<file path="src/rtl/mcu_intc_if.sv">
// CPU-facing register port and interrupt request/acknowledge handshake of the MCU
// interrupt controller. The master side is the CPU and the slave side is the controller.
interface mcu_intc_if #(
  parameter int ID_W  = 4,
  parameter int VEC_W = 16
);
  logic              bus_en;
  logic              bus_rw;
  logic [1:0]        bus_addr;
  logic [15:0]       bus_wdata;
  logic [15:0]       bus_rdata;
  logic              int_req;
  logic              int_ack;
  logic [ID_W-1:0]   int_id;
  logic [VEC_W-1:0]  int_vec;
  logic              in_service;

  modport master (
    output bus_en, bus_rw, bus_addr, bus_wdata, int_ack,
    input  bus_rdata, int_req, int_id, int_vec, in_service
  );

  modport slave (
    input  bus_en, bus_rw, bus_addr, bus_wdata, int_ack,
    output bus_rdata, int_req, int_id, int_vec, in_service
  );
endinterface

</file>
<file path="src/rtl/mcu_intc.sv">
// Vectored interrupt controller. It handles edge- and level-triggered lines, masks them and
// picks the lowest-index line first. It tracks one in-service interrupt until the CPU writes EOI.
module mcu_intc #(
  parameter int               NIRQ       = 8,
  parameter int               ID_W       = 4,
  parameter int               VEC_W      = 16,
  parameter logic [VEC_W-1:0] VEC_BASE   = VEC_W'(16'h0004),
  parameter int               VEC_STRIDE = 2
) (
  input  logic            clock,
  input  logic            reset,
  input  logic [NIRQ-1:0] irq_in,
  mcu_intc_if.slave       bus
);

  typedef enum logic [1:0] {IDLE, REQ, SERVICE} state_t;

  state_t            state;
  logic [NIRQ-1:0]   s1, s2, s3;
  logic [NIRQ-1:0]   pending, mask, mode;
  logic [NIRQ-1:0]   pending_next, edge_ev, eligible;
  logic              req_q, in_service_q;
  logic [ID_W-1:0]   id_q, winner;
  logic [VEC_W-1:0]  vec_q;
  logic [15:0]       rdata_q, read_mux, status;
  logic              any_eligible, latched_eligible;
  logic              wr_en, rd_en, ack_fire, eoi;
  logic              unused_wdata;

  assign wr_en        = bus.bus_en & ~bus.bus_rw;
  assign rd_en        = bus.bus_en &  bus.bus_rw;
  assign ack_fire     = (state == REQ) && bus.int_ack;
  assign eoi          = wr_en && (bus.bus_addr == 2'd3);
  assign edge_ev      = s2 & ~s3;
  assign eligible     = pending & mask;
  assign unused_wdata = ^bus.bus_wdata;

  // Lowest index wins, so scan from the top and let lower hits overwrite.
  always_comb begin
    any_eligible     = 1'b0;
    winner           = '0;
    latched_eligible = 1'b0;
    for (int i = NIRQ - 1; i >= 0; i--) begin
      if (eligible[i]) begin
        any_eligible = 1'b1;
        winner       = ID_W'(i);
      end
      if (id_q == ID_W'(i)) latched_eligible = eligible[i];
    end
  end

  // In edge mode a new edge beats a same-cycle W1C or ack clear. Level lines just track s2.
  always_comb begin
    pending_next = '0;
    for (int i = 0; i < NIRQ; i++) begin
      if (mode[i])
        pending_next[i] = edge_ev[i] |
                          (pending[i] & ~((wr_en && bus.bus_addr == 2'd0 && bus.bus_wdata[i]) ||
                                          (ack_fire && id_q == ID_W'(i))));
      else
        pending_next[i] = s2[i];
    end
  end

  always_comb begin
    status             = '0;
    status[15]         = in_service_q;
    status[14]         = req_q;
    status[ID_W-1:0]   = id_q;
    read_mux           = '0;
    case (bus.bus_addr)
      2'd0:    read_mux = 16'(pending);
      2'd1:    read_mux = 16'(mask);
      2'd2:    read_mux = 16'(mode);
      default: read_mux = status;
    endcase
  end

  always_ff @(posedge clock) begin
    if (reset) begin
      s1      <= '0;
      s2      <= '0;
      s3      <= '0;
      pending <= '0;
      mask    <= '0;
      mode    <= '0;
      rdata_q <= '0;
    end else begin
      s1      <= irq_in;
      s2      <= s1;
      s3      <= s2;
      pending <= pending_next;
      if (wr_en && bus.bus_addr == 2'd1) mask <= bus.bus_wdata[NIRQ-1:0];
      if (wr_en && bus.bus_addr == 2'd2) mode <= bus.bus_wdata[NIRQ-1:0];
      if (rd_en) rdata_q <= read_mux;
    end
  end

  // In REQ the id and vector stay latched until ack or withdrawal, even if a higher-priority line arrives.
  always_ff @(posedge clock) begin
    if (reset) begin
      state        <= IDLE;
      req_q        <= 1'b0;
      in_service_q <= 1'b0;
      id_q         <= '0;
      vec_q        <= VEC_BASE;
    end else begin
      case (state)
        IDLE: begin
          if (any_eligible) begin
            id_q  <= winner;
            vec_q <= VEC_BASE + VEC_W'(winner) * VEC_W'(VEC_STRIDE);
            req_q <= 1'b1;
            state <= REQ;
          end
        end
        REQ: begin
          if (bus.int_ack) begin
            state        <= SERVICE;
            in_service_q <= 1'b1;
            req_q        <= 1'b0;
          end else if (!latched_eligible) begin
            state <= IDLE;
            req_q <= 1'b0;
          end
        end
        SERVICE: begin
          if (eoi) begin
            state        <= IDLE;
            in_service_q <= 1'b0;
          end
        end
        default: begin
          state <= IDLE;
          req_q <= 1'b0;
        end
      endcase
    end
  end

  assign bus.bus_rdata  = rdata_q;
  assign bus.int_req    = req_q;
  assign bus.int_id     = id_q;
  assign bus.int_vec    = vec_q;
  assign bus.in_service = in_service_q;

endmodule

</file>
<file path="src/flat_wrapper.sv">
// flat-port wrapper written by rule: the top's interface ports become plain ports
module mcu_intc_flat 
#(
  parameter int               NIRQ       = 8,
  parameter int               ID_W       = 4,
  parameter int               VEC_W      = 16,
  parameter logic [VEC_W-1:0] VEC_BASE   = VEC_W'(16'h0004),
  parameter int               VEC_STRIDE = 2
)
  (clock, reset, irq_in, bus_bus_en, bus_bus_rw, bus_bus_addr, bus_bus_wdata, bus_int_ack, bus_bus_rdata, bus_int_req, bus_int_id, bus_int_vec, bus_in_service);
  mcu_intc_if #(.ID_W(ID_W), .VEC_W(VEC_W)) bus_i ();
  input  logic clock;
  input  logic reset;
  input  logic [NIRQ-1:0] irq_in;
  input wire logic [$bits(bus_i.bus_en)-1:0] bus_bus_en;
  input wire logic [$bits(bus_i.bus_rw)-1:0] bus_bus_rw;
  input wire logic [$bits(bus_i.bus_addr)-1:0] bus_bus_addr;
  input wire logic [$bits(bus_i.bus_wdata)-1:0] bus_bus_wdata;
  input wire logic [$bits(bus_i.int_ack)-1:0] bus_int_ack;
  output wire logic [$bits(bus_i.bus_rdata)-1:0] bus_bus_rdata;
  output wire logic [$bits(bus_i.int_req)-1:0] bus_int_req;
  output wire logic [$bits(bus_i.int_id)-1:0] bus_int_id;
  output wire logic [$bits(bus_i.int_vec)-1:0] bus_int_vec;
  output wire logic [$bits(bus_i.in_service)-1:0] bus_in_service;
  assign bus_i.bus_en = bus_bus_en;
  assign bus_i.bus_rw = bus_bus_rw;
  assign bus_i.bus_addr = bus_bus_addr;
  assign bus_i.bus_wdata = bus_bus_wdata;
  assign bus_i.int_ack = bus_int_ack;
  assign bus_bus_rdata = bus_i.bus_rdata;
  assign bus_int_req = bus_i.int_req;
  assign bus_int_id = bus_i.int_id;
  assign bus_int_vec = bus_i.int_vec;
  assign bus_in_service = bus_i.in_service;
  mcu_intc #(.NIRQ(NIRQ), .ID_W(ID_W), .VEC_W(VEC_W), .VEC_BASE(VEC_BASE), .VEC_STRIDE(VEC_STRIDE)) u_core (.clock(clock), .reset(reset), .irq_in(irq_in), .bus(bus_i));
endmodule
</file>
<file path="config.mk">
export PLATFORM = sky130hd
export DESIGN_NAME = mcu_intc_flat
export DESIGN_NICKNAME = d
export VERILOG_FILES = /design/src/rtl/mcu_intc_if.sv /design/src/rtl/mcu_intc.sv /design/src/flat_wrapper.sv
export SDC_FILE = /design/constraint.sdc
export NUM_CORES = 1
export LEC_CHECK = 0
export BUFFER_PORTS_ARGS = -buffer_cell sky130_fd_sc_hd__buf_4
export CAP_MARGIN = 10
export CORE_AREA = 2 2 89 91
export DETAILED_ROUTE_END_ITERATION = 6
export DIE_AREA = 0 0 91 93
export GPL_ROUTABILITY_DRIVEN = 1
export GPL_TIMING_DRIVEN = 0
export HOLD_SLACK_MARGIN = 0.06
export SYNTH_ARGS = -nofsm -noshare
export SYNTH_HDL_FRONTEND = slang
export SYNTH_SLANG_ARGS = --single-unit
</file>
<file path="constraint.sdc">
create_clock -name clock -period 2.5 [get_ports clock]
set_input_delay 0.25 -clock clock [delete_from_list [all_inputs] [get_ports clock]]
set_output_delay 0.25 -clock clock [all_outputs]
set_load 0.02 [all_outputs]
</file>
==> flow_summary.ini <==
[grt]
gr-usage-all-layers_pct = 16.4
grt_pass1_vias = 2205
grt_pass1_wl_um = 10700
grt_max_degree = 13
antenna_found_initial = 0
grt_overflow = 0

[setup_path]
cp.arrival_ns = 1.90
critPathKind = reg -> reg
worstPathMaxFanout = 5
cp_data_required_time_ns = 2.71
start_kind = flop
end_kind = flop

[cells_and_area]
regArea_um2 = 1360
area_growth_pct = 25.0
multiInputGateArea_um2 = 1400
final_net_count = 423
final_util_pct = 48.3
fillers = 753
antennaDiodeCount = 0
drive_gt1_share_pct = 24.0

[synth]
synth_top_area_cell = dfxtp_1
ys_seq_area_share_pct = 46.8
yosys.area.top_type_share_pct = 46.8
synthArstFlopShare_pct = 0
ys_ff_latch = 68
ys_warn_count = 0
synth_edf_count = 0
ys_top_cells_by_area = dfxtp_1 47%, nand2_1 7.9%, nor2b_1 6.2%
synth_cell_type_count = 41
avgSynthCellArea_um2 = 9.06
synthFlopType = dfxtp_1
synthCells = 321
syn_area_um2 = 2910

[sta]
fmax_mhz = 592
final.setup_skew_ns = 0.00471
tightest_slew_ns = 0.653
relSlewSlack_pct = 56.2
tns_ns = 0
min_period_ns = 1.69
hold_violations = 0
setup_viol = 0
rsz0062_at_grt = false
slew_viol_final = 0
post-route-period-util_pct = 67.6

[clocking]
cts-buffers-inserted = 9
cts_buffer_depth = 2
clk_pin_slew_ns = 0.07
cts_resized = 0
hold_buffers = 0
cts_tree = yes
ctsRootBufferMaster = clkbuf_8
cts.sinks = 68
h-tree-depth = 3
postCtsSetupBuffers = 0
clkLatencyLatePin_ns = 0.34

[min_path]
min_path_type = in -> reg

[job]
drv_cap = 0

[die]
initial_core_util_pct = 38.6
die_y_um = 93
dieArea_um2 = 8460
io_pins = 69
die_x_um = 91
row_count = 32
core_um2 = 7530

[pwr]
powerDensity_nw_per_um2 = 641
vdd.ir_drop.worst_mv = 0.484
leakage_uw = 0.00147

[detailed_routing]
wl_per_cell_um = 13.6
antenna_left = 0
viasPerCell = 4.84
wl_um = 6790
drtIter0Drc = 126
drtPass1Iterations = 5
num_vias = 2408
drc_errors = 0

[place]
port_buffers = 41
gp_congestion = 0.900
hpwl_um = 4970

[run_status]
status = finished clean
## worst max-delay path: stages, from the launching register on
cell and delay, ns:
dfxtp_1 0.36, a22oi_1 0.28, a21bo_2 0.26, a31oi_2 0.23, ha_1 0.26, mux2i_1 0.12, nor2_1 0.05
## metal layers
metal | GRT usage [%] | vias up | wire [µm]
met2 | 27.4 | 79 | 3250
met4 | 4.55 | 0 | 65
met1 | 19.6 | 1126 | 3030
li1 | - | 1198 | -
met3 | 6.45 | 5 | 441
met5 | 0 | - | 0
## power breakdown
part	switching, µW	internal [µW]	total, µW
logic	110	86.0	196
registers	15.2	1110	1130
clock network	423	586	1010
total	548	1790	2330
## logic make-up (layout without fill, tap and decap cells)
kind of cell | Yosys count | after routing | share of synthesized area [%]
simple gates | 143 | 143 | 23.5
flops | 68 | 68 | 46.8
compound gates | 54 | 54 | 13.5
buf+inv | 35 | 92 | 7.31
mux | 19 | 19 | 8.26
fa+ha+maj | 1 | 1 | 0.430
other cells | 1 | 19 | 0.129
## per-stage QoR
stage,hold slack [ns],power (µW),cell area (µm²),setup WS (ns),cells
detailed placement,0.424,1350,3410,0.821,482
CTS,0.0944,2360,3640,0.809,498
finish,0.116,2330,3640,0.810,498
floorplan,0.333,1280,2980,1.00,339
global placement,0.416,1350,3410,0.838,482
global route,0.0878,2430,3640,0.751,498
## flip-flops by register name (all words and copies together) (netlist names)
name                   count
u_core.bus.bus_rdata      10
u_core.mask                8
u_core.mode                8
u_core.pending             8
u_core.s1                  8
u_core.s2                  8
u_core.s3                  8
u_core.bus.int_id          3
u_core.bus.int_vec         3
u_core.state               2
u_core.bus.in_service      1
u_core.bus.int_req         1
## cell type report
| type | count | area share [%] |
|---|---|---|
| buffer | 34 | 5.74 |
| clock buffer | 10 | 3.78 |
| clock inverter | 6 | 2.41 |
| inverter | 1 | 0.103 |
| multi-input combinational | 236 | 38.6 |
| sequential | 68 | 37.4 |
| tap | 102 | 3.51 |
| timing repair buffer | 41 | 8.46 |
## Yosys cell counts (2+ instances only)
cell      instances
dfxtp_1          68
nand2_1          61
nor2b_1          29
nor2_1           28
buf_4            20
a21oi_1          17
mux2i_1          15
a211oi_1         12
a22o_1            8
clkbuf_1          7
buf_2             5
nor3_1            5
mux4_2            4
a22oi_1           3
nand3_1           3
nand3b_1          3
o211ai_1          3
a311oi_1          2
and2_1            2
buf_1             2
nand2b_1          2
nand4_1           2
o21ai_0           2
## worst paths after layout
path,endpoint,slack [ns],cells past startpoint,start
setup / recovery,u_core.bus.int_vec[3]$_SDFFE_PP0P_,0.81,6,u_core.pending[5]$_SDFF_PP0_
setup reg to reg,u_core.bus.int_vec[3]$_SDFFE_PP0P_,0.81,6,u_core.pending[5]$_SDFF_PP0_
hold / removal,u_core.s1[5]$_SDFF_PP0_,0.12,2,irq_in[5]
hold reg to reg,u_core.s2[7]$_SDFF_PP0_,0.44,1,u_core.s1[7]$_SDFF_PP0_
## cell usage in the layout (no fill, tap or decap), types with 3 or more instances in the layout
cell type / instances
clkbuf_1: 7
nor2b_1: 29
dfxtp_1: 68
a211oi_1: 12
nand3b_1: 3
mux4_2: 4
clkbuf_8: 10
nand3_1: 3
a21oi_1: 17
o211ai_1: 3
conb_1: 19
nor2_1: 28
nand2_1: 61
nor3_1: 5
a22oi_1: 3
a22o_1: 8
buf_2: 5
buf_4: 61
mux2i_1: 15
clkinvlp_4: 3
Power figures use the tool's default switching activity.
